--- src/rtl/id_ex_stage_reg.sv ---
// id_ex_stage_reg: decode->execute pipeline register.
// Captures the decoded control word, operands, destination and PC and presents
// them registered to EX. Supports stall (freeze), flush (bubble) and a
// multi-cycle hold for MUL/DIV/MOD that back-pressures decode via multi_busy.
// Ports:
//   clk, rst            clock, synchronous active-high reset
//   stall_in, flush     freeze request / squash request
//   id_*                decode-side control word, operands, PC, registers
//   ex_*                registered copies of id_* (ex_wb_en gated in hold)
//   multi_busy          EX occupied by a multi-cycle op; decode must hold
module id_ex_stage_reg #(
  parameter int unsigned DATA_W     = 32,
  parameter int unsigned REG_ADDR_W = 4,
  parameter int unsigned EXE_CMD_W  = 4,
  parameter int unsigned MULTI_LAT  = 3,
  parameter logic [EXE_CMD_W-1:0] OP_MUL = EXE_CMD_W'(4'hB),
  parameter logic [EXE_CMD_W-1:0] OP_DIV = EXE_CMD_W'(4'hC),
  parameter logic [EXE_CMD_W-1:0] OP_MOD = EXE_CMD_W'(4'hD)
) (
  input  logic                  clk,
  input  logic                  rst,
  input  logic                  stall_in,
  input  logic                  flush,
  input  logic                  id_valid,
  input  logic                  id_branchEn,
  input  logic [EXE_CMD_W-1:0]  id_exe_cmd,
  input  logic [1:0]            id_branch_cmd,
  input  logic                  id_is_imm,
  input  logic                  id_st_or_bne,
  input  logic                  id_wb_en,
  input  logic                  id_mem_r_en,
  input  logic                  id_mem_w_en,
  input  logic [DATA_W-1:0]     id_pc,
  input  logic [DATA_W-1:0]     id_val1,
  input  logic [DATA_W-1:0]     id_val2,
  input  logic [DATA_W-1:0]     id_imm,
  input  logic [REG_ADDR_W-1:0] id_dest,
  input  logic [REG_ADDR_W-1:0] id_src1,
  input  logic [REG_ADDR_W-1:0] id_src2,
  output logic                  ex_valid,
  output logic                  ex_branchEn,
  output logic [EXE_CMD_W-1:0]  ex_exe_cmd,
  output logic [1:0]            ex_branch_cmd,
  output logic                  ex_is_imm,
  output logic                  ex_st_or_bne,
  output logic                  ex_wb_en,
  output logic                  ex_mem_r_en,
  output logic                  ex_mem_w_en,
  output logic [DATA_W-1:0]     ex_pc,
  output logic [DATA_W-1:0]     ex_val1,
  output logic [DATA_W-1:0]     ex_val2,
  output logic [DATA_W-1:0]     ex_imm,
  output logic [REG_ADDR_W-1:0] ex_dest,
  output logic [REG_ADDR_W-1:0] ex_src1,
  output logic [REG_ADDR_W-1:0] ex_src2,
  output logic                  multi_busy
);

  // Counter must be at least one bit wide even when holds are disabled.
  localparam int unsigned CNT_W = (MULTI_LAT > 0) ? $clog2(MULTI_LAT + 1) : 1;

  typedef struct packed {
    logic                 valid;
    logic                 branch_en;
    logic [EXE_CMD_W-1:0] exe_cmd;
    logic [1:0]           branch_cmd;
    logic                 is_imm;
    logic                 st_or_bne;
    logic                 wb_en;
    logic                 mem_r_en;
    logic                 mem_w_en;
  } ctrl_t;

  typedef struct packed {
    logic [DATA_W-1:0]     pc;
    logic [DATA_W-1:0]     val1;
    logic [DATA_W-1:0]     val2;
    logic [DATA_W-1:0]     imm;
    logic [REG_ADDR_W-1:0] dest;
    logic [REG_ADDR_W-1:0] src1;
    logic [REG_ADDR_W-1:0] src2;
  } data_t;

  typedef enum logic {IDLE = 1'b0, HOLD = 1'b1} state_e;

  state_e           state_q, state_d;
  logic [CNT_W-1:0] cnt_q, cnt_d;
  ctrl_t            ctrl_q, ctrl_d, id_ctrl;
  data_t            data_q, data_d, id_data;
  logic             is_multi;

  // Pack decode-side fields.
  always_comb begin
    id_ctrl = '{valid: id_valid, branch_en: id_branchEn, exe_cmd: id_exe_cmd,
                branch_cmd: id_branch_cmd, is_imm: id_is_imm,
                st_or_bne: id_st_or_bne, wb_en: id_wb_en,
                mem_r_en: id_mem_r_en, mem_w_en: id_mem_w_en};
    id_data = '{pc: id_pc, val1: id_val1, val2: id_val2, imm: id_imm,
                dest: id_dest, src1: id_src1, src2: id_src2};
    is_multi = (id_exe_cmd == OP_MUL) || (id_exe_cmd == OP_DIV) ||
               (id_exe_cmd == OP_MOD);
  end

  // Next-state: flush > hold > stall > load.
  always_comb begin
    state_d = state_q;
    cnt_d   = cnt_q;
    ctrl_d  = ctrl_q;
    data_d  = data_q;
    if (flush) begin
      state_d = IDLE;
      cnt_d   = '0;
      ctrl_d  = '0;
      data_d  = '0;
    end else begin
      case (state_q)
        HOLD: begin
          cnt_d = cnt_q - CNT_W'(1);
          if (cnt_q == CNT_W'(1)) state_d = IDLE;
        end
        default: begin
          if (!stall_in) begin
            data_d = id_data;
            // An invalid slot carries no control, whatever decode presents.
            ctrl_d = id_valid ? id_ctrl : '0;
            if (id_valid && is_multi && (MULTI_LAT > 0)) begin
              state_d = HOLD;
              cnt_d   = CNT_W'(MULTI_LAT);
            end
          end
        end
      endcase
    end
  end

  // State and pipeline registers.
  always_ff @(posedge clk) begin
    if (rst) begin
      state_q <= IDLE;
      cnt_q   <= '0;
      ctrl_q  <= '0;
      data_q  <= '0;
    end else begin
      state_q <= state_d;
      cnt_q   <= cnt_d;
      ctrl_q  <= ctrl_d;
      data_q  <= data_d;
    end
  end

  assign multi_busy = (state_q == HOLD);

  // Register write allowed only in the final residency cycle of a held op.
  assign ex_wb_en      = ctrl_q.wb_en & ~multi_busy;
  assign ex_valid      = ctrl_q.valid;
  assign ex_branchEn   = ctrl_q.branch_en;
  assign ex_exe_cmd    = ctrl_q.exe_cmd;
  assign ex_branch_cmd = ctrl_q.branch_cmd;
  assign ex_is_imm     = ctrl_q.is_imm;
  assign ex_st_or_bne  = ctrl_q.st_or_bne;
  assign ex_mem_r_en   = ctrl_q.mem_r_en;
  assign ex_mem_w_en   = ctrl_q.mem_w_en;
  assign ex_pc         = data_q.pc;
  assign ex_val1       = data_q.val1;
  assign ex_val2       = data_q.val2;
  assign ex_imm        = data_q.imm;
  assign ex_dest       = data_q.dest;
  assign ex_src1       = data_q.src1;
  assign ex_src2       = data_q.src2;

endmodule

--- config.mk ---
export PLATFORM = sky130hd
export DESIGN_NAME = id_ex_stage_reg
export DESIGN_NICKNAME = d
export VERILOG_FILES = /design/src/rtl/id_ex_stage_reg.sv
export SDC_FILE = /design/constraint.sdc
export NUM_CORES = 1
export LEC_CHECK = 0
export BUFFER_PORTS_ARGS = -buffer_cell sky130_fd_sc_hd__buf_2
export CORE_MARGIN = 5
export CORE_UTILIZATION = 35
export DETAILED_ROUTE_END_ITERATION = 10
export PLACE_DENSITY = 0.75
export SYNTH_ARGS = -nofsm -noshare
export SYNTH_HDL_FRONTEND = slang
export SYNTH_SLANG_ARGS = --single-unit
--- constraint.sdc ---
create_clock -name clk -period 1.9 [get_ports clk]
set_clock_uncertainty 0.1 [all_clocks]
set_input_delay 0.19 -clock clk [delete_from_list [all_inputs] [get_ports clk]]
set_output_delay 0.19 -clock clk [all_outputs]
set_load 0.01 [all_outputs]
==> results of run 1 <==
## critical path, delay by kind of cell (launching register included)
kind,cells,cell delay (ns)
flops,1,0.39
buf+inv,2,0.37
simple gates,1,0.24
## metal layers
metal	track usage	vias to the layer above
met5	0	-
met4	0.124	2
met3	0.0769	67
met2	0.370	355
met1	0.243	3002
li1	-	3096
## cell usage in the layout, fill, tap and decap left out, drive strengths merged, types with 2 or more instances in the layout
cell type / instances
a21oi: 151
a31oi: 3
buf: 321
clkbuf: 19
clkinv: 6
clkinvlp: 2
dfxtp: 156
dlygate4sd3: 152
inv: 5
nand2: 292
nand2b: 2
nand3: 9
nor2: 4
o21a: 3
o22ai: 2
or2: 2
## layout make-up
type	instances	share of cell area
Clock buffer	19	0.0477
Tap cell	216	0.0291
Sequential cell	156	0.337
Clock inverter	13	0.0147
Multi-Input combinational cell	476	0.223
Inverter	1	0.000405
Antenna cell	1	0.000270
Timing Repair Buffer	473	0.348
## registers in the layout (all words and copies together), names as in the netlist
signal and flops:
cnt_q 2, ex_branchEn 1, ex_exe_cmd 4, ex_src1 4, ex_pc 32, ex_mem_w_en 1
ex_valid 1, ctrl_q 1, ex_val1 32, ex_is_imm 1, multi_busy 1, ex_dest 4
ex_st_or_bne 1, ex_src2 4, ex_imm 32, ex_branch_cmd 2, ex_mem_r_en 1, ex_val2 32
## power groups by stage
stage	Combinational [mW]	Sequential [mW]	Clock [mW]
floorplan	0.310	3.54	0
finish	0.974	3.42	3.31
global placement	0.697	3.49	0
detailed placement	0.703	3.49	0
CTS	0.948	3.42	3.41
global route	1.06	3.43	3.56
## final timing paths
path / start / to / slack [ns] / cells past startpoint
worst max-delay path: multi_busy / ex_wb_en / 0.20 / 3
worst min-delay path: rst / cnt_q[0] / 0.04 / 4
worst max register to register: multi_busy / ex_val1[0] / 0.28 / 4
worst min register to register: ctrl_q[2] / ctrl_q[2] / 0.35 / 2
## what timing repair did
| item | CTS | global route |
|---|---|---|
| hold buffers | 152 | 0 |
| endpoints found under the hold margin | 152 | 0 |
| buffers inserted | 0 | 0 |
| endpoints found under the setup margin | 0 | 0 |
## cells by family after synthesis
group                    after synthesis  share of synthesized area
AND/OR/NAND/NOR                      313                      0.220
flip-flops                           156                      0.565
AO/OA/AOI/OAI                        161                      0.149
multiplexers                           1                    0.00181
buffers and inverters                 59                     0.0616
adder cells (fa/ha/maj)                1                    0.00226
==> run_results.csv, run 1 <==
group,metric,value,unit
power_and_ir_drop,combPwrFrac,0.126,
floorplan,die_y,136,um
clocking,cts_tree,"yes",
clocking,cts_resized,0,
power_and_ir_drop,switching_share,0.255,
sta,layout_min_cycle_time,1.70,ns
layout,fin_nets,1283,
clocking,clkTransAtPathRegs,0.07,ns
sta,tightest_slew,0.903,ns
drt,maxUsedRoutingLayer,"met5",
drt,totalWireLength,21000,um
synthesis,syn_inst,691,
grt,grt_start_max_net_pins,86,
clocking,clock_path_buffers,2,
sta,slew_headroom,0.398,
drt,vias,6522,
synthesis,synth-seq-cells,156,
synthesis,ys.flop_type,"dfxtp_1",
synthesis,seq_area_frac_synth,0.565,
synthesis,synth_edf_count,0,
power_and_ir_drop,internal_power,5.75,mW
sta,period_share,0.897,
synthesis,synth_fp_nets,849,
power_and_ir_drop,p_per_area,831,mW/mm^2
grt,antenna_found_initial,2,
sta,max_freq,587,MHz
synthesis,synth.distinct_cells,27,
drt,wire_per_inst,15.5,um
sta,hold-worst-slack,0.0441,ns
status,outcome,"finished, final reports clean",
synthesis,ys_top_cells_by_count,"292 x nand2_1, 156 x dfxtp_1, 151 x a21oi_1",
power_and_ir_drop,power,7.71,mW
synthesis,yosys.area.top_type_share,0.565,
sta,tns,0,ns
sta,slew_viol_final,0,
floorplan,initial_core_util,0.352,
layout,drive_gt1_frac,0.312,
clocking,cts_sinks,156,
synthesis,syn_area,0.00553,sq mm
setup_path,cp.required,1.61,ns
power_and_ir_drop,p_seq_frac,0.444,
job,drv_cap,0,
setup_path,max_stage_delay,0.39,ns
setup_path,crit_chain,"buf_4 -> nor2b_1 -> buf_2",
min_path,hold_path.class,"in2reg",
clocking,cts-root-buf,"clkbuf_16",
sta,layout_setup_ws,0.196,ns
power_and_ir_drop,switchingPower,1.97,mW
synthesis,ys_async_sr_fraction,0,
drt,drc,0,
synthesis,yosysWarnings,0,
placement,post_dp_cell_area,0.00718,sq mm
setup_path,path_max_fanout,7,
placement,dp_slack,0.326,ns
grt,grt-ovfl-total,0,
power_and_ir_drop,ir_worst_vdd,0.569,mV
drt,via_per_inst,4.81,
layout,multi_input_area,0.00207,sq mm
placement,dp_hpwl,12000,um
drt,wl_met1,7780,um
layout,register_area,0.00312,sq mm
clocking,cts_buffers,17,
layout,fin_cells,1355,
floorplan,placementRows,46,
placement,io_buffers,310,
sta,setup_viol,0,
clocking,clk_latency,0.41,ns
floorplan,pin_count,311,
floorplan,die_area,0.0184,sq mm
setup_path,startpoint_type,"flop",
sta,grt_setup_unrepaired,"no",
drt,ant_nets,0,
drt,wl_met3,2160,um
drt,first_pass_iters,5,
drt,dr_wl_met2,10200,um
setup_path,crit_slowest_cell,"dfxtp_1",
grt,grt_pass1_wl,32400,um
grt,grt_pass1_vias,6426,
synthesis,yosys.area.top_type,"dfxtp_1",
floorplan,core,0.0157,sq mm
layout,fin_util,0.591,
clocking,h-tree-depth,4,
grt,track_usage,0.220,
placement,dp.cells,1170,
layout,design_area,0.00928,sq mm
layout,syn_to_final_growth,67.9,%
synthesis,avgSynthCellArea,8.00,sq um
synthesis,synth_most_common_cell,"nand2_1",
power_and_ir_drop,clkPwrFrac,0.430,
setup_path,path_class,"reg2out",
synthesis,synth.area.top_cells,"dfxtp_1 56%, nand2_1 20%, a21oi_1 14%, clkbuf_1 2.0%, buf_6 1.6%",
drt,drt_iter0_drc,316,
setup_path,worstPathArrival,1.41,ns
floorplan,die_w,136,um
sta,hold_viol_final,0,
layout,final.fill_count,1279,
placement,place.gp.congestion,0.799,
setup_path,end_kind,"output pin",
power_and_ir_drop,leakage,4.32,nW
Note: power is estimated with default switching activity, not from simulation.
==> run 2: changes to the inputs <==
--- a/config.mk
+++ b/config.mk
@@ -9,6 +9,7 @@
 export CORE_MARGIN = 5
 export CORE_UTILIZATION = 35
 export DETAILED_ROUTE_END_ITERATION = 10
+export MAX_ROUTING_LAYER = met4
 export PLACE_DENSITY = 0.75
 export SYNTH_ARGS = -nofsm -noshare
 export SYNTH_HDL_FRONTEND = slang
==> run 2 against run 1 <==
Critical path type unchanged. Worst setup slack worse by 0.022 ns. Non-clock buffer count unchanged. Register-to-register slack about the same. First-iteration DRC count increased by 0.32%. Maximum frequency fell by 1.3%. Critical endpoint unchanged. Global-route usage grew 0.66 points. Highest routed layer is now met4. Largest power group unchanged. Final area about the same. Clock-buffer cell count unchanged. Sequential share of layout area is essentially flat. Via count shrank 0.51%.
==> run_results.csv, run 2 (synthesis gave the netlist of run 1 again) <==
group,metric,value,unit
placement,place.gp.congestion,0.810,
setup_path,reg2reg_slack,0.29,ns
floorplan,die_w,136,um
drt,totalWireLength,21000,um
clocking,cts_tree,"yes",
setup_path,end_kind,"output pin",
drt,drt_iter0_drc,317,
sta,grt_setup_unrepaired,"no",
layout,drive_gt1_frac,0.312,
sta,slew_viol_final,0,
layout,final_cell_mix,"310 x buf_2, 292 x nand2_1, 156 x dfxtp_1, 152 x dlygate4sd3_1, 151 x a21oi_1",
layout,syn_to_final_growth,67.9,%
drt,maxUsedRoutingLayer,"met4",
sta,max_freq,579,MHz
setup_path,reg2reg_to,"ex_imm[12]",
drt,via_per_inst,4.79,
min_path,holdCritStartpoint,"rst",
power_and_ir_drop,power,7.72,mW
grt,grt_start_max_net_pins,86,
setup_path,startpoint_type,"flop",
grt,grt-ovfl-total,0,
setup_path,worstPathArrival,1.44,ns
clocking,clock_path_buffers,2,
drt,wl_met1,7820,um
sta,setup_viol,0,
floorplan,core,0.0157,sq mm
power_and_ir_drop,p_per_area,832,mW/mm^2
drt,first_pass_iters,5,
layout,fin_nets,1283,
drt,drc,0,
placement,dp.cells,1170,
clocking,cts_sinks,156,
clocking,cts-root-buf,"clkbuf_16",
status,outcome,"finished, final reports clean",
sta,hold-worst-slack,0.0444,ns
floorplan,die_area,0.0184,sq mm
grt,track_usage,0.227,
floorplan,pin_count,311,
floorplan,initial_core_util,0.352,
setup_path,path_max_fanout,7,
setup_path,cp.required,1.61,ns
sta,layout_setup_ws,0.174,ns
power_and_ir_drop,ir_worst_vdd,0.576,mV
grt,grt_pass1_vias,6456,
clocking,clkTransAtPathRegs,0.06,ns
floorplan,placementRows,46,
clocking,clk_latency,0.41,ns
job,drv_cap,0,
layout,final_common_cell,"buf_2",
setup_path,r2r_cells,4,
power_and_ir_drop,leakage,4.32,nW
grt,grt_pass1_wl,32300,um
sta,tightest_slew,0.873,ns
setup_path,path_class,"reg2out",
drt,wire_per_inst,15.5,um
placement,dp_slack,0.326,ns
drt,ant_nets,0,
floorplan,die_y,136,um
sta,hold_viol_final,0,
sta,period_share,0.908,
clocking,h-tree-depth,4,
min_path,worstHoldEndpoint,"cnt_q[0]",
clocking,cts_buffers,17,
sta,slew_headroom,0.418,
sta,layout_min_cycle_time,1.73,ns
min_path,holdPathStages,4,
drt,wl_met3,2010,um
layout,final.fill_count,1278,
drt,dr_wl_met2,10100,um
min_path,hold_path.class,"in2reg",
sta,tns,0,ns
drt,vias,6489,
placement,io_buffers,310,
layout,fin_cells,1356,
grt,antenna_found_initial,2,
placement,dp_hpwl,12000,um
setup_path,timing.rr.start,"multi_busy",
## run 2: area by class of cell
type / count / area [sq um] / share of cell area
Antenna cell: 2 / 5.00 / 0.000539
Clock buffer: 19 / 443 / 0.0477
Clock inverter: 13 / 136 / 0.0147
Inverter: 1 / 3.75 / 0.000404
Multi-Input combinational cell: 476 / 2070 / 0.223
Sequential cell: 156 / 3120 / 0.336
Tap cell: 216 / 270 / 0.0291
Timing Repair Buffer: 473 / 3230 / 0.348
## run 2: worst max path at each step
stage                     startpoint           to  slack (ns)  cells past startpoint
final                     multi_busy     ex_wb_en        0.17                      3
after CTS                 multi_busy     ex_wb_en        0.14                      3
after floorplan           multi_busy  ex_val2[10]        0.54                      6
after global placement    multi_busy   ex_val1[1]        0.39                      4
after global routing      multi_busy     ex_wb_en        0.10                      3
after detailed placement  multi_busy   ex_val1[0]        0.33                      4
## run 2: power by group
part | switching, mW | internal [mW]
combinational | 0.475 | 0.496
clock | 1.45 | 1.88
sequential | 0.0514 | 3.37
total | 1.97 | 5.75
## run 2: through the flow
step           instance area, sq um   util
4_1_cts                        9280  0.590
3_3_place_gp                   7180  0.457
6_report                       9280  0.591
2_1_floorplan                  5530      -
5_1_grt                        9280  0.591
3_5_place_dp                   7180  0.457
## run 2: layer usage
layer | up-vias | track usage
met4 | 0 | 0.125
met5 | - | -
met2 | 360 | 0.371
met3 | 72 | 0.0643
met1 | 2959 | 0.249
li1 | 3098 | -
## run 2: what timing repair did
action | in CTS | in global routing
resized for setup | 0 | 0
buffers inserted | 0 | 0
hold buffers | 152 | 0
hold endpoints to repair | 152 | 0
## run 2: critical path: stages (launching register included)
cell	delay, ns
dfxtp_1	0.39
buf_4	0.18
nor2b_1	0.26
buf_2	0.20
==> run 3: changes to the inputs <==
--- a/config.mk
+++ b/config.mk
@@ -11,6 +11,7 @@
 export DETAILED_ROUTE_END_ITERATION = 10
 export MAX_ROUTING_LAYER = met4
 export PLACE_DENSITY = 0.75
+export SETUP_SLACK_MARGIN = 0.5
 export SYNTH_ARGS = -nofsm -noshare
 export SYNTH_HDL_FRONTEND = slang
 export SYNTH_SLANG_ARGS = --single-unit
==> run 3 against run 2 <==
Utilization is 2.5 points higher. Non-clock buffer count up 21. Wire length grew 13%. Global-route usage grew 0.29 points. Worst hold slack improved by 0.00059 ns. Cell count up 1.6%. Worst setup slack improved by 0.25 ns. Maximum frequency is 17% higher. Sequential power about the same. Total power increased by 1.8%. Die area unchanged. Critical path type unchanged.
==> run_results.csv, run 3 (synthesis gave the netlist of run 1 again) <==
group,metric,value,unit
sta,max_freq,680,MHz
setup_path,end_kind,"output pin",
sta,layout_min_cycle_time,1.47,ns
setup_path,reg2reg_to,"ex_val1[22]",
setup_path,startpoint_type,"flop",
power_and_ir_drop,ir_worst_vdd,0.562,mV
power_and_ir_drop,p_per_area,812,mW/mm^2
floorplan,die_y,136,um
sta,slew_headroom,0.400,
grt,grt_pass1_vias,6532,
placement,dp_hpwl,12000,um
power_and_ir_drop,leakage,4.52,nW
floorplan,pin_count,311,
min_path,worstHoldEndpoint,"cnt_q[0]",
layout,fin_util,0.616,
layout,drive_gt1_frac,0.330,
sta,setup_viol,0,
grt,track_usage,0.230,
setup_path,path_class,"reg2out",
placement,place.gp.congestion,0.810,
floorplan,core,0.0157,sq mm
setup_path,r2r_cells,5,
job,drv_cap,0,
clocking,cts_tree,"yes",
clocking,cts-root-buf,"clkbuf_16",
drt,vias,6728,
floorplan,die_w,136,um
placement,io_buffers,310,
clocking,clkTransAtPathRegs,0.07,ns
drt,ant_nets,0,
layout,final.fill_count,1238,
setup_path,reg2reg_slack,0.50,ns
clocking,cts_buffers,17,
clocking,clock_path_buffers,2,
sta,slew_viol_final,0,
setup_path,path_max_fanout,7,
drt,via_per_inst,4.88,
drt,drc,0,
setup_path,cp.required,1.61,ns
power_and_ir_drop,power,7.86,mW
layout,final_cell_mix,"309 x buf_2, 291 x nand2_1, 155 x dfxtp_1, 150 x dlygate4sd3_1, 148 x a21oi_1",
placement,post_dp_cell_area,0.00718,sq mm
layout,fin_nets,1305,
floorplan,initial_core_util,0.352,
clocking,h-tree-depth,4,
floorplan,placementRows,46,
clocking,cts_sinks,156,
floorplan,die_area,0.0184,sq mm
sta,period_share,0.774,
setup_path,crit_chain,"buf_6 -> nor2b_4 -> buf_6",
drt,totalWireLength,23700,um
layout,final_common_cell,"buf_2",
min_path,hold_path.class,"in2reg",
setup_path,path_buf_inv,2,
grt,grt_start_max_net_pins,86,
setup_path,worstPathArrival,1.18,ns
sta,tns,0,ns
drt,first_pass_iters,5,
setup_path,crit_slowest_cell,"dfxtp_4",
layout,design_area,0.00968,sq mm
clocking,clk_latency,0.41,ns
min_path,holdCritStartpoint,"rst",
setup_path,timing.rr.start,"multi_busy",
grt,grt_pass1_wl,32600,um
sta,layout_setup_ws,0.429,ns
placement,dp_slack,0.326,ns
drt,drt_iter0_drc,434,
min_path,holdPathStages,4,
sta,tightest_slew,0.900,ns
grt,antenna_found_initial,2,
sta,grt_setup_unrepaired,"yes",
drt,wire_per_inst,17.2,um
setup_path,crit_top_cell,"buf_6",
setup_path,max_stage_delay,0.37,ns
grt,grt-ovfl-total,0,
sta,hold_viol_final,0,
layout,syn_to_final_growth,75.1,%
setup_path,critical_path.top_delay_family,"flip-flops",
status,outcome,"finished, final reports clean",
## run 3: worst max path at each step
stage / startpoint / to / depth (start not counted)
2_1_floorplan: multi_busy / ex_val2[10] / 6
3_3_place_gp: multi_busy / ex_val1[1] / 4
3_5_place_dp: multi_busy / ex_val1[0] / 4
4_1_cts: multi_busy / ex_wb_en / 3
5_1_grt: multi_busy / ex_wb_en / 3
6_report: multi_busy / ex_wb_en / 3
## run 3: metal layers
metal  track usage  vias to the layer above  routed length (um)
met5             -                        -                   0
met4         0.123                        0                1030
met3        0.0609                       86                2320
met2         0.379                      406               11300
met1         0.255                     3094                9090
li1              -                     3142                   -
## run 3: area by class of cell
class                   instances  area, sq um  share of cell area
repair buffers                494         3590               0.371
flip-flops and latches        156         3130               0.323
multi-input cells             477         2100               0.217
clock buffers                  19          443              0.0458
well taps                     216          270              0.0279
clock inverters                13          136              0.0141
diodes                          2         5.00            0.000517
inverters                       1         3.75            0.000388
## run 3: timing repair
action | in CTS | in global routing
cloned | 1 | 13
setup buffers | 1 | 7
gates resized for setup | 6 | 12
pin swaps | 1 | 4
hold buffers | 152 | 0
setup endpoints to repair | 137 | 142
endpoints found under the hold margin | 152 | 0
## run 3: through the flow
stage | hold slack (ns) | std cells
3_3_place_gp | 0.330 | 1170
3_5_place_dp | 0.335 | 1170
2_1_floorplan | 0.226 | 691
4_1_cts | 0.0167 | 1356
5_1_grt | 0.0928 | 1378
6_report | 0.0449 | 1378
## run 3: worst min-delay path, stage by stage
cell     delay [ns]
buf_2          0.10
nor4b_1        0.05
a21oi_1        0.11
o21ai_1        0.07
## run 3: power by group
group          switching (mW)  total (mW)  internal, mW
registers              0.0516        3.42          3.37
logic                   0.535        1.11         0.571
clock network            1.46        3.33          1.88
